--- src/rtl/gpio_pkg.sv ---
// gpio_pkg: register offsets and interrupt-mode encodings for gpio_irq_bank
package gpio_pkg;
  localparam int GPIO_AW = 3;
  localparam logic [GPIO_AW-1:0] GPIO_PIN   = 3'd0;
  localparam logic [GPIO_AW-1:0] GPIO_POUT  = 3'd1;
  localparam logic [GPIO_AW-1:0] GPIO_PDIR  = 3'd2;
  localparam logic [GPIO_AW-1:0] GPIO_PMODE = 3'd3;
  localparam logic [GPIO_AW-1:0] GPIO_IE    = 3'd4;
  localparam logic [GPIO_AW-1:0] GPIO_ITYPE = 3'd5;
  localparam logic [GPIO_AW-1:0] GPIO_IPOL  = 3'd6;
  localparam logic [GPIO_AW-1:0] GPIO_ISTAT = 3'd7;
  localparam logic ITYPE_LEVEL = 1'b0;
  localparam logic ITYPE_EDGE  = 1'b1;
  localparam logic IPOL_LOW    = 1'b0;
  localparam logic IPOL_HIGH   = 1'b1;
endpackage

--- src/rtl/gpio_sync_edge.sv ---
// gpio_sync_edge: multi-flop pad synchroniser with rise/fall detection
module gpio_sync_edge #(
  parameter int PW = 8,
  parameter int SYNC_STAGES = 2
) (
  input  logic          clk,
  input  logic          rst,
  input  logic [PW-1:0] p_in,
  output logic [PW-1:0] psync,
  output logic [PW-1:0] rise,
  output logic [PW-1:0] fall
);
  logic [SYNC_STAGES-1:0][PW-1:0] chain;
  logic [PW-1:0] pprev;
  always_ff @(posedge clk) begin
    if (rst) begin
      chain <= '0;
      pprev <= '0;
    end else begin
      chain <= {chain[SYNC_STAGES-2:0], p_in};
      pprev <= chain[SYNC_STAGES-1];
    end
  end
  assign psync = chain[SYNC_STAGES-1];
  assign rise = psync & ~pprev;
  assign fall = ~psync & pprev;
endmodule

--- src/rtl/gpio_irq_bank.sv ---
// gpio_irq_bank: Wishbone GPIO port with per-pin level/edge interrupts and one maskable IRQ
module gpio_irq_bank
  import gpio_pkg::*;
#(
  parameter int PW = 8,
  parameter int SYNC_STAGES = 2,
  parameter logic RST_DIR = 1'b0
) (
  input  logic               clk,
  input  logic               rst,
  input  logic [PW-1:0]      P_in,
  output logic [PW-1:0]      D_out,
  output logic [PW-1:0]      P_dir,
  input  logic [PW-1:0]      sec_func_i,
  output logic [PW-1:0]      sec_func_o,
  output logic               IRQ,
  input  logic [GPIO_AW-1:0] WB_ADRi,
  input  logic [PW-1:0]      WB_DATi,
  output logic [PW-1:0]      WB_DATo,
  input  logic               WB_WEi,
  input  logic               WB_CYCi,
  input  logic               WB_STBi,
  output logic               WB_ACKo
);
  logic [PW-1:0] pout, pdir, pmode, ie, itype, ipol, istat;
  logic [PW-1:0] psync, rise, fall, ev, clr;
  logic [PW-1:0] regs [8];
  logic req, wr;
  gpio_sync_edge #(.PW(PW), .SYNC_STAGES(SYNC_STAGES)) u_sync (
    .clk(clk), .rst(rst), .p_in(P_in), .psync(psync), .rise(rise), .fall(fall)
  );
  assign req = WB_CYCi & WB_STBi & ~WB_ACKo;
  assign wr = req & WB_WEi;
  assign clr = (wr && WB_ADRi == GPIO_ISTAT) ? WB_DATi : '0;
  // Output-direction pins never raise events; level mode matches psync against IPOL
  assign ev = ~pdir & ((itype & ((ipol & rise) | (~ipol & fall))) | (~itype & ~(psync ^ ipol)));
  assign regs = '{psync, pout, pdir, pmode, ie, itype, ipol, istat};
  assign D_out = (pmode & sec_func_i) | (~pmode & pout);
  assign sec_func_o = pmode & psync;
  assign P_dir = pdir;
  always_ff @(posedge clk) begin
    if (rst) begin
      pout <= '0;
      pdir <= {PW{RST_DIR}};
      pmode <= '0;
      ie <= '0;
      itype <= '0;
      ipol <= '0;
      istat <= '0;
      IRQ <= 1'b0;
      WB_ACKo <= 1'b0;
      WB_DATo <= '0;
    end else begin
      WB_ACKo <= req;
      WB_DATo <= req ? regs[WB_ADRi] : '0;
      if (wr && WB_ADRi == GPIO_POUT) pout <= WB_DATi;
      if (wr && WB_ADRi == GPIO_PDIR) pdir <= WB_DATi;
      if (wr && WB_ADRi == GPIO_PMODE) pmode <= WB_DATi;
      if (wr && WB_ADRi == GPIO_IE) ie <= WB_DATi;
      if (wr && WB_ADRi == GPIO_ITYPE) itype <= WB_DATi;
      if (wr && WB_ADRi == GPIO_IPOL) ipol <= WB_DATi;
      istat <= (istat & ~clr) | ev;
      IRQ <= |(istat & ie);
    end
  end
endmodule

--- config.mk ---
export PLATFORM = sky130hd
export DESIGN_NAME = gpio_irq_bank
export DESIGN_NICKNAME = d
export VERILOG_FILES = /design/src/rtl/gpio_pkg.sv /design/src/rtl/gpio_sync_edge.sv /design/src/rtl/gpio_irq_bank.sv
export SDC_FILE = /design/constraint.sdc
export NUM_CORES = 1
export LEC_CHECK = 0
export BUFFER_PORTS_ARGS = -buffer_cell sky130_fd_sc_hd__clkbuf_2
export CORE_ASPECT_RATIO = 1.4
export CORE_MARGIN = 3
export CORE_UTILIZATION = 55
export CTS_CLUSTER_DIAMETER = 100
export DETAILED_ROUTE_END_ITERATION = 10
export PLACE_DENSITY_LB_ADDON = 0.05
export SYNTH_ARGS = -nofsm -noshare
export SYNTH_HDL_FRONTEND = slang
export SYNTH_SLANG_ARGS = --single-unit
--- constraint.sdc ---
create_clock -name clk -period 4.5 [get_ports clk]
set_clock_uncertainty 0.2 [all_clocks]
set_input_delay 0.45 -clock clk [delete_from_list [all_inputs] [get_ports clk]]
set_output_delay 0.45 -clock clk [all_outputs]
set_load 0.02 [all_outputs]
; ---- Word level (Yosys, flattened, before mapping)
; Index checks and enable logic that the tools add are counted.
[word_totals]
reg_bits = 90
in_bits = 32
output_inout_bits = 34
elab_cells = 65
[classes]
order_cmp = 1
eq_ne = 7
mux = 4
bitwise = 31
n_reduce_logical = 9
[ops]
columns = cell, count
row1 = bitwise AND 8 bit, 12
row2 = NOT 8 bit, 8
row3 = bitwise OR 8 bit, 4
row4 = binary-select mux 8 bit (select 3 bit), 1
row5 = 2-to-1 mux 8 bit, 3
row6 = equality test 3 bit (second input constant), 4
row7 = OR reduction 8 bit, 1
row8 = bitwise XOR 8 bit, 1
row9 = logical AND 1 bit, 7
row10 = equality test 3 x 2 -> 1 bit (second input constant), 2
row11 = greater-or-equal comparator 4 bit (second input constant), 1
row12 = NOT 3 -> 4 bit, 1
row13 = bitwise AND 1 bit, 3
row14 = equality test 3 x 1 -> 1 bit (second input constant), 1
row15 = NOT 1 bit, 2
row16 = OR reduction 2 bit, 1

; ---- Depth between registers and ports, before layout
; Gate-level depths: netlist of run 1.
[depth]
word_depth = 8
ltp_mapped = 6
mapped_depth_nobuf = 3

; ---- Hierarchy
; A second synthesis of run 1 with hierarchy kept.
[hier_totals]
hier_cells = 411
area_unflattened_um2 = 4131.5
[by_module_without_submodules]
columns = mod, n_inst, cells_each, area_each_um2
row1 = gpio_irq_bank, 1, 337, 3278.1
row2 = gpio_sync_edge, 1, 74, 853.3

; ---- Least setup slack after synthesis of run 1
; Ideal clock, no wire load.
[synth_timing]
kind = input port to flip-flop
from = in WB_ADRi[2]
to = reg pdir[5] (netlist: P_dir[5])
setup_time_ns = 0.124
arrival_ns = 1.388
setup_slack_ns = 2.788
stages = 4
cell_sequence = buf_2 -> or4b_1 -> buf_4 -> mux2i_1
[synth_via]
elab_chain_cells = 2
[synth_lines]
columns = element, line_no
row1 = start: declaration, gpio_irq_bank.sv:17  ; input logic [GPIO_AW-1:0] WB_ADRi,
row2 = equality test 3 x 2 -> 1 bit, gpio_irq_bank.sv:57  ; if (wr && WB_ADRi == GPIO_PDIR) pdir <= WB_DATi;
row3 = logical AND 1 bit, gpio_irq_bank.sv:57
row4 = end signal: assignment, gpio_irq_bank.sv:44  ; pdir <= {PW{RST_DIR}};
row5 = end signal: assignment, gpio_irq_bank.sv:57
row6 = end: declaration, gpio_irq_bank.sv:25  ; logic [PW-1:0] pout, pdir, pmode, ie, itype, ipol, istat;
; No other way between the ends.
; A chain may end at the register's enable or synchronous reset.

; ---- Worst setup path in the final report of run 1
[layout_timing]
from = in WB_ADRi[0]
to = reg pmode[6]
[layout_via]
elab_chain_cells = 2
[layout_lines]
columns = element, line_no
row1 = equality test 3 x 2 -> 1 bit, gpio_irq_bank.sv:58  ; if (wr && WB_ADRi == GPIO_PMODE) pmode <= WB_DATi;
row2 = logical AND 1 bit, gpio_irq_bank.sv:58
row3 = end signal: assignment, gpio_irq_bank.sv:58
row4 = end: declaration, gpio_irq_bank.sv:25
; No other way between the ends.

==> results of run 1 <==
## synth_stat cells
master,instances,area [µm²]
clkinv_1,1,3.75
nor2_1,7,26.3
clkbuf_1,11,41.3
a21boi_0,3,22.5
a31o_2,5,43.8
nand4bb_1,1,11.3
nor4b_2,1,15.0
a2111oi_0,5,43.8
nand2_1,10,37.5
dfxtp_1,90,1800
a22oi_1,21,158
xor2_1,5,43.8
mux2i_1,80,801
mux2_2,8,90.1
a22o_1,2,17.5
o32ai_1,1,8.76
and4b_1,2,20.0
a32o_1,2,20.0
nand2b_1,50,313
buf_1,2,7.51
buf_2,10,50.1
nand4_1,7,43.8
inv_1,1,3.75
and2_1,9,56.3
xnor2_1,5,43.8
and2_0,1,6.26
nand4b_1,2,17.5
buf_4,4,30.0
or4b_1,2,20.0
nand3b_1,1,7.51
and3_1,8,50.1
a41oi_1,1,8.76
and4_1,1,8.76
nand3_2,1,10.0
nand4b_4,1,23.8
nor2b_1,26,163
## flip-flops by register name, summed over array words and instances, names as in the netlist
signal,cells
ipol,8
WB_ACKo,1
u_sync.psync,8
P_dir,8
WB_DATo,8
pmode,8
u_sync.chain,8
pout,8
itype,8
istat,8
ie,8
IRQ,1
u_sync.pprev,8
## power breakdown
part / total (mW) / switching [mW] / leakage (nW) / internal [mW]
combinational: 0.129 / 0.0698 / 1.33 / 0.0588
clock: 0.514 / 0.292 / 0.0937 / 0.222
sequential: 0.832 / 0.0152 / 0.733 / 0.817
total: 1.47 / 0.377 / 2.16 / 1.10
## worst min path at each step
stage                               start              end  slack (ns)
final                             P_in[2]  u_sync.chain[2]        0.09
after global routing              P_in[1]  u_sync.chain[1]        0.09
after CTS                         P_in[2]  u_sync.chain[2]        0.07
after detailed placement  u_sync.chain[3]  u_sync.psync[3]        0.23
after global placement    u_sync.chain[1]  u_sync.psync[1]        0.22
after floorplan           u_sync.chain[0]  u_sync.psync[0]        0.21
## cell type report
| class | instances | area [µm²] |
|---|---|---|
| fill | 625 | 2490 |
| multi-input combinational | 268 | 2130 |
| sequential | 90 | 1800 |
| timing repair buffer | 66 | 333 |
| clock buffer | 10 | 138 |
| tap | 95 | 119 |
| clock inverter | 6 | 47.5 |
| inverter | 2 | 7.51 |
## kinds of logic (layout without fill, tap and decap cells)
family / count (synthesis) / after routing / share of synthesized area, %
AOI/OAI and AO/OA: 40 / 40 / 7.93
xor gates and xnor gates: 10 / 10 / 2.15
buffers and inverters: 29 / 84 / 3.35
DFF: 90 / 90 / 44.3
muxes: 88 / 88 / 21.9
and+or+nand+nor: 130 / 130 / 20.4
## metrics by stage
stage | total power [mW] | cells | worst slack [ns] | util, %
6_report | 1.47 | 537 | 1.93 | 64.7
5_1_grt | 1.53 | 537 | 1.78 | 64.7
4_1_cts | 1.49 | 537 | 1.95 | 64.7
3_5_place_dp | 0.979 | 521 | 1.57 | 62.1
3_3_place_gp | 0.976 | 521 | 1.67 | 62.1
2_1_floorplan | 0.938 | 387 | 2.79 | -
## layer usage
layer,part of all wire (%),GRT usage [%],vias up
li1,-,-,1472
met4,2.1,12.3,0
met1,41,28.1,1384
met3,4.5,2.85,16
met2,52,41.7,73
met5,0,0,-
## layout by cell type (no fill, tap or decap), drive strengths merged, types with 2 or more instances in the layout
cell	n
nand2b	50
xor2	5
or4b	2
xnor2	5
clkbuf	75
a2111oi	5
a21boi	3
mux2	8
inv	4
nor2b	26
dfxtp	90
a22oi	21
a31o	5
and3	8
a32o	2
and2	10
and4b	2
clkinv	3
nand4	7
nor2	7
nand4b	3
nand2	10
a22o	2
mux2i	80
==> results by group, run 1 <==
Status
  • Status: completed

Cells and area
  • Proportion of layout cells with a drive suffix above 1: 22.2%
  • Final nets: 469
  • Area added between synthesis and finish: 12.5%
  • Final Cell Area: roughly 4600 µm²
  • ANT cells: 0

Yosys
  • Avg Synthesized Cell Area: 10.5 µm²
  • Cell count after synthesis: 387
  • Syn_nets: 419
  • Number of synthesized register bits: 90
  • Yosys cell types: 36
  • Total number of yosys warnings: 0
  • Sequential cell area fraction in the yosys report: between 40% and 50%
  • Synthesized area: 4070 µm²

STA
  • Count of final max-slew check failures: 0
  • Peak Freq: 390 MHz
  • Worst Max-Slew Pin Slew: 1.17 ns
  • Final hold violations: 0
  • WHS: 0.0896 ns
  • Slew Limit Headroom: 21.9%
  • Final setup vio count: 0
  • Setup TNS: 0 ns
  • Fin crit share: a little under three fifths
  • Final Critical Period: between 2 and 3 ns
  • RSZ-0062 raised after global routing: no

Clocking
  • Clk Tree Root Cell: clkbuf_8
  • Post-CTS Hold Buffers: 0
  • CTS buffer count: 9
  • Longest Clk Path Bufs: 2
  • # clock sinks: 90
  • Post-cts gate resize count: 0
  • Post-CTS Setup Repair Bufs: 0
  • CTS tree: built
  • H-tree depth: 3
  • Clock Latency Late Sink: 0.36 ns
  • Clock-pin slew on the worst setup and hold paths: 0.09 ns

Routing
  • Vias: 2,945
  • Initial DRC count: about 180
  • DR WL/cell: about 17 µm
  • Final WL: 9350 µm
  • Residual DRC: 0
  • First-pass iteration count of the detailed router: 4
  • ANT nets after route: 0
  • Vias per inst: 5.48

Critical path
  • Slowest stage cell, crit path: clkbuf_2
  • Worst r2r path cells: 3
  • Setup crit end: pmode[6]
  • Crit Path Class: in -> reg
  • Max FO, Critical Path: 40
  • Worst path depth: 4
  • CP peak stage delay: 0.84 ns
  • Crit path DAT: 2.64 ns
  • R2R setup slack: between 2 and 2.5 ns
  • Bufs and invs on worst path: 1
  • CP startpoint kind: primary input
  • R2R Path End: itype[6]
  • Crit path cell chain: clkbuf_2 > and2_0 > nand3b_1 > mux2i_1
  • Crit. End Element: register
  • Worst R2R Start: WB_ACKo
  • Origin of the worst setup path: WB_ADRi[0]
  • Cell family with most CP delay: simple AND/OR/NAND/NOR gates
  • Required time of the critical path: 4.58 ns

GRT
  • Initial antenna violation count: 0
  • Number of global-route vias before repair: 2,944
  • Pin count of the biggest net entering global routing: 44
  • Grt ovf: 0
  • Total GRT Usage: 23.8%
  • First-pass GRT wire length: roughly 15,000 µm

Power
  • Worst VDD drop: 0.000251 V
  • PD cells: 322 nW/µm²
  • Leakage power: around 2.2 nW

Place
  • DP Area: 4390 µm²
  • Post-detail-place hpwl: between 6000 and 7000 µm
  • Port bufs: 65
  • Gpl congestion: 0.799

Floorplanning
  • Die area: approximately 8500 µm²
  • Die X: 78.7 µm
  • Core ar.: between 7000 and 8000 µm²
  • Die height: roughly 110 µm
  • FP Rows: 36
  • Starting Density: 57.5%
  • I/O pins: 66

Min path
  • Hold depth: 2
  • Worst hold path type: in -> reg

Run
  • Max-cap violations: 0
Note: power is estimated with default switching activity, not from simulation.
==> run 2: changes to the inputs <==
--- a/config.mk
+++ b/config.mk
@@ -8,7 +8,7 @@
 export BUFFER_PORTS_ARGS = -buffer_cell sky130_fd_sc_hd__clkbuf_2
 export CORE_ASPECT_RATIO = 1.4
 export CORE_MARGIN = 3
-export CORE_UTILIZATION = 55
+export CORE_UTILIZATION = 51
 export CTS_CLUSTER_DIAMETER = 100
 export DETAILED_ROUTE_END_ITERATION = 10
 export PLACE_DENSITY_LB_ADDON = 0.05
==> constraint.sdc (replaced) <==
create_clock -name clk -period 2.11 [get_ports clk]
set_clock_uncertainty 0.2 [all_clocks]
set_input_delay 0.211 -clock clk [delete_from_list [all_inputs] [get_ports clk]]
set_output_delay 0.211 -clock clk [all_outputs]
set_load 0.02 [all_outputs]
==> run 2 against run 1 <==
  * Combinational power rose by 140%
  * Non-clock buffer count rose by 32
  * Register-to-register slack got worse by 2.2 ns
  * Flip-flop and latch count did not move
  * Hold slack got worse by 0.056 ns
  * Global-route usage fell by 1.6 points
  * Sequential power rose by 110%
  * Largest cell class unchanged
  * Routed wire length rose by 2.0%
  * Critical path depth fell by 1
  * Clock power rose by 110%
==> results by group, run 2 (same netlist as run 1, synthesis figures left out) <==
Critical path
  • Worst R2R Start: WB_ACKo
  • Bufs and invs on worst path: 0
  • R2R setup slack: 0.19 ns
  • CP startpoint kind: register
  • Crit path cell chain: and4b_1 > and4b_1 > mux2i_1
  • Cell family with most CP delay: simple AND/OR/NAND/NOR gates
  • Slowest stage cell, crit path: and4b_1
  • Crit. End Element: register
  • Crit path DAT: 2.01 ns
  • CP most frequent cell: and4b_1
  • CP peak stage delay: about 0.6 ns
  • Max FO, Critical Path: 13
  • Required time of the critical path: 2.20 ns
  • Crit Path Class: reg -> reg
  • Origin of the worst setup path: WB_ACKo

Power
  • PD cells: 653 nW/µm²
  • Leakage power: around 2.3 nW
  • Worst VDD drop: 0.000436 V

STA
  • Fin crit share: between 90% and 100%
  • WHS: 0.0332 ns
  • Final hold violations: 0
  • Slew Limit Headroom: approximately 60%
  • Worst Max-Slew Pin Slew: slightly below 0.6 ns
  • Setup TNS: 0 ns
  • Final setup vio count: 0
  • Count of final max-slew check failures: 0
  • RSZ-0062 raised after global routing: no
  • Peak Freq: 522 MHz
  • Final Critical Period: 1.92 ns

Run
  • Max-cap violations: 0

Floorplanning
  • Core ar.: 7550 µm²
  • Starting Density: 53.9%
  • I/O pins: 66
  • FP Rows: 37
  • Die X: 81.5 µm
  • Die height: between 100 and 150 µm
  • Die area: 9100 µm²

GRT
  • Grt ovf: 0
  • Initial antenna violation count: 0
  • Number of global-route vias before repair: approximately 3,000
  • Pin count of the biggest net entering global routing: 28
  • Total GRT Usage: 22.1%
  • First-pass GRT wire length: between 15,000 and 20,000 µm

Cells and area
  • Final Cell Area: 4850 µm²
  • Area added between synthesis and finish: 19.3%
  • Fillers: 669
  • Most common cell after layout, fill and taps aside: dfxtp_1
  • Final nets: between 500 and 600
  • ANT cells: 0
  • Proportion of layout cells with a drive suffix above 1: 23.8%
  • Most frequent cells in the layout: dfxtp_1 (90), mux2i_1 (80), clkbuf_2 (65)

Clocking
  • Clock Latency Late Sink: 0.36 ns
  • H-tree depth: 3
  • Longest Clk Path Bufs: 2
  • Clk Tree Root Cell: clkbuf_8
  • CTS buffer count: 9
  • CTS tree: built
  • # clock sinks: 90
  • Post-cts gate resize count: 0
  • Clock-pin slew on the worst setup and hold paths: 0.08 ns

Routing
  • DR WL/cell: 16.7 µm
  • ANT nets after route: 0
  • Vias: 3,128
  • Final WL: 9540 µm
  • Vias per inst: ~5.5
  • First-pass iteration count of the detailed router: 4
  • Initial DRC count: 140
  • Residual DRC: 0

Place
  • Post-detail-place hpwl: 6810 µm
  • DP Area: 4520 µm²
  • Gpl congestion: 0.809
  • Port bufs: 65

Status
  • Status: completed

Min path
  • Hold Startpoint: WB_DATi[7]
  • Worst hold path type: in -> reg
-- run 2: cell types whose count changed in the layout (fill, tap and decap cells not counted), sizes merged --
cell and delta:
clkbuf +3, inv -3, clkinvlp +1, clkinv -1, dlygate4sd3 +15, buf +17
-- run 2: timing repair --
item,4_1_cts,5_1_grt
setup buffers,0,0
endpoints found under the hold margin,15,0
hold buffers,15,0
-- run 2: worst paths after layout --
check                           cells past startpoint         endpoint
worst max-delay path                                3          ipol[4]
worst min register to register                      1  u_sync.psync[1]
worst min-delay path                                3         istat[7]
worst max register to register                      3          ipol[4]
-- run 2: report_power, final --
group | total [mW] | switching (mW) | internal, mW
clock network | 1.08 | 0.585 | 0.496
registers | 1.77 | 0.0331 | 1.74
logic | 0.312 | 0.156 | 0.156
total | 3.17 | 0.775 | 2.39
-- run 2: per-layer routing --
| metal | up-vias | track usage, % | share of wire [%] |
|---|---|---|---|
| li1 | 1535 | - | - |
| met1 | 1500 | 27.2 | 42 |
| met2 | 80 | 38.1 | 52 |
| met3 | 13 | 3.48 | 4.0 |
| met4 | 0 | 8.12 | 1.7 |
| met5 | - | 0 | 0 |
-- run 2: metrics by stage --
| step | total power, mW | cells | setup WS [ns] | utilization (%) |
|---|---|---|---|---|
| final | 3.17 | 571 | 0.193 | 64.3 |
| after global routing | 3.30 | 571 | 0.115 | 64.3 |
| after CTS | 3.19 | 571 | 0.208 | 64.3 |
| after detailed placement | 2.11 | 540 | 0.222 | 59.9 |
| after global placement | 2.10 | 540 | 0.266 | 59.9 |
| after floorplan | 2.00 | 387 | 0.456 | - |
-- run 2: layout make-up --
| class | instances | area [µm²] | area share (%) |
|---|---|---|---|
| Multi-Input combinational cell | 268 | 2130 | 43.9 |
| Sequential cell | 90 | 1800 | 37.1 |
| Timing Repair Buffer | 98 | 611 | 12.6 |
| Clock buffer | 13 | 159 | 3.27 |
| Tap cell | 97 | 121 | 2.50 |
| Clock inverter | 3 | 23.8 | 0.490 |
| Inverter | 2 | 7.51 | 0.155 |
-- run 2: worst min-delay path: stages --
cell and delay, ns:
clkbuf_2 0.09, and4_1 0.17, o32ai_1 0.07
==> run 3: changes to the inputs <==
==> constraint.sdc (replaced) <==
create_clock -name clk -period 2.11 [get_ports clk]
set_clock_uncertainty 0.2 [all_clocks]
set_input_delay 0.5275 -clock clk [delete_from_list [all_inputs] [get_ports clk]]
set_output_delay 0.5275 -clock clk [all_outputs]
set_load 0.02 [all_outputs]
==> run 3 against run 2 <==
  * Flip-flop and latch count unchanged
  * Highest routed layer unchanged
  * Critical path type is now reg -> out
  * Register-to-register slack improved by 0.21 ns
  * Design area decreased by 0.59%
  * Critical path depth decreased by 1
  * Via count decreased by 2.2%
  * Routed wire length decreased by 3.0%
  * Critical endpoint is now D_out[1]
==> results by group, run 3 (same netlist as run 1, synthesis figures left out) <==
Cells and area
  • Footprint of the multi-input gates: 2130 µm²
  • Final nets: 493
  • Fillers: approximately 660
  • Area added between synthesis and finish: 18.6%
  • Core Util, Final: between 60% and 70%
  • Most frequent cells in the layout: dfxtp_1 (90), mux2i_1 (80), clkbuf_2 (65)
  • Reg area: ~1800 µm²
  • Final Cell Area: 4830 µm²
  • ANT cells: 0
  • Non-filler cells, final: 563
  • Proportion of layout cells with a drive suffix above 1: 26.0%
  • Most common cell after layout, fill and taps aside: dfxtp_1

Power
  • Power, Total: 3.38 mW
  • Combinational share of power: 8.9%
  • Clock network fraction of total power: approximately 39%
  • Leakage power: roughly 2.3 nW
  • Seq pwr share: 52.4%
  • Worst VDD drop: 0.000515 V
  • Total net switching power: 0.789 mW
  • PD cells: 701 nW/µm²
  • Sw frac: 23.3%
  • Internal: 2.60 mW

Clocking
  • Post-cts gate resize count: 0
  • Post-CTS Setup Repair Bufs: 0
  • # clock sinks: 90
  • Clock Latency Late Sink: between 0.3 and 0.4 ns
  • CTS tree: built
  • Post-CTS Hold Buffers: 0
  • Longest Clk Path Bufs: 2
  • H-tree depth: 3
  • Clock-pin slew on the worst setup and hold paths: around 0.090 ns
  • CTS buffer count: 9
  • Clk Tree Root Cell: clkbuf_8

Place
  • Gpl congestion: 0.807
  • Port bufs: 65
  • DP Area: between 4000 and 5000 µm²
  • Post-detail-place hpwl: 6740 µm
  • Placed Cells: 547
  • Pre-CTS setup slack: 0.102 ns

GRT
  • Initial antenna violation count: 0
  • Pin count of the biggest net entering global routing: 42
  • First-pass GRT wire length: 15,100 µm
  • Number of global-route vias before repair: around 3,000
  • Grt ovf: 0
  • Total GRT Usage: between 20% and 30%

Routing
  • Initial DRC count: between 100 and 150
  • First-pass iteration count of the detailed router: 4
  • Residual DRC: 0
  • Vias per inst: 5.43
  • DR WL/cell: 16.4 µm
  • Vias: 3,059
  • Final WL: 9250 µm
  • ANT nets after route: 0

STA
  • Count of final max-slew check failures: 0
  • RSZ-0062 raised after global routing: no
  • PnR worst setup slack: 0.114 ns
  • WHS: 0.168 ns
  • Peak Freq: between 500 and 600 MHz
  • Fin crit share: approximately 95%
  • Final setup vio count: 0
  • Slew Limit Headroom: around 63%
  • Final hold violations: 0
  • Setup TNS: 0 ns
  • Worst Max-Slew Pin Slew: 0.543 ns
  • Final Critical Period: approximately 2.0 ns

Floorplanning
  • Die height: 112 µm
  • Starting Density: 53.9%
  • Die X: 81.5 µm
  • Die area: ~9100 µm²
  • Core ar.: between 7000 and 8000 µm²
  • I/O pins: between 60 and 70
  • FP Rows: 37

Min path
  • Worst hold path type: in -> reg

Critical path
  • Required time of the critical path: 1.38 ns
  • Crit path cell chain: mux2_2 > clkbuf_2
  • CP startpoint kind: register
  • Crit path DAT: 1.27 ns
  • Crit Path Class: reg -> out
  • R2R setup slack: approximately 0.40 ns
  • Slowest stage cell, crit path: dfxtp_1
  • Crit. End Element: output pin
  • CP peak stage delay: 0.40 ns
  • Max FO, Critical Path: 4

Status
  • Status: completed

Run
  • Max-cap violations: 0
## run 3: cell count changes in the layout (fill, tap and decap cells not counted), sizes merged
cell | before | now
dlygate4sd3 | 15 | 0
clkinvlp | 2 | 1
buf | 18 | 25
bufinv | 0 | 2
inv | 1 | 2
clkbuf | 78 | 76
## run 3: path summary, 6_finish.rpt
path	depth (start not counted)	to	start
setup / recovery	2	D_out[1]	pmode[1]
hold / removal	2	u_sync.chain[0]	P_in[0]
setup reg to reg	3	ipol[0]	WB_ACKo
hold reg to reg	1	u_sync.psync[4]	u_sync.chain[4]
## run 3: worst max-delay path, delay by kind of cell, from the launching register on
| kind | cells | cell delay, ns |
|---|---|---|
| flip-flops | 1 | 0.40 |
| multiplexers | 1 | 0.35 |
| buffers and inverters | 1 | 0.15 |
## run 3: cell type report
class                   instances  share of cell area (%)
well taps                      97                    2.51
clock buffers                  11                    2.93
clock inverters                 5                    1.76
flip-flops and latches         90                    37.3
multi-input cells             268                    44.2
repair buffers                 90                    11.1
inverters                       2                   0.156
## run 3: power groups by stage
stage	logic (mW)	clock network, mW	registers (mW)
final	0.301	1.31	1.77
after global routing	0.329	1.41	1.78
after CTS	0.303	1.34	1.77
after detailed placement	0.302	0	1.81
after global placement	0.299	0	1.81
after floorplan	0.189	0	1.81
## run 3: metal layers
| layer | share of wire, % | global-route usage [%] | wire length, µm | up-vias |
|---|---|---|---|---|
| met2 | 51 | 36.5 | 4740 | 59 |
| met4 | 2.2 | 10.3 | 206 | 0 |
| met5 | 0 | 0 | 0 | - |
| met1 | 43 | 26.9 | 3970 | 1459 |
| li1 | - | - | - | 1525 |
| met3 | 3.6 | 3.07 | 330 | 16 |
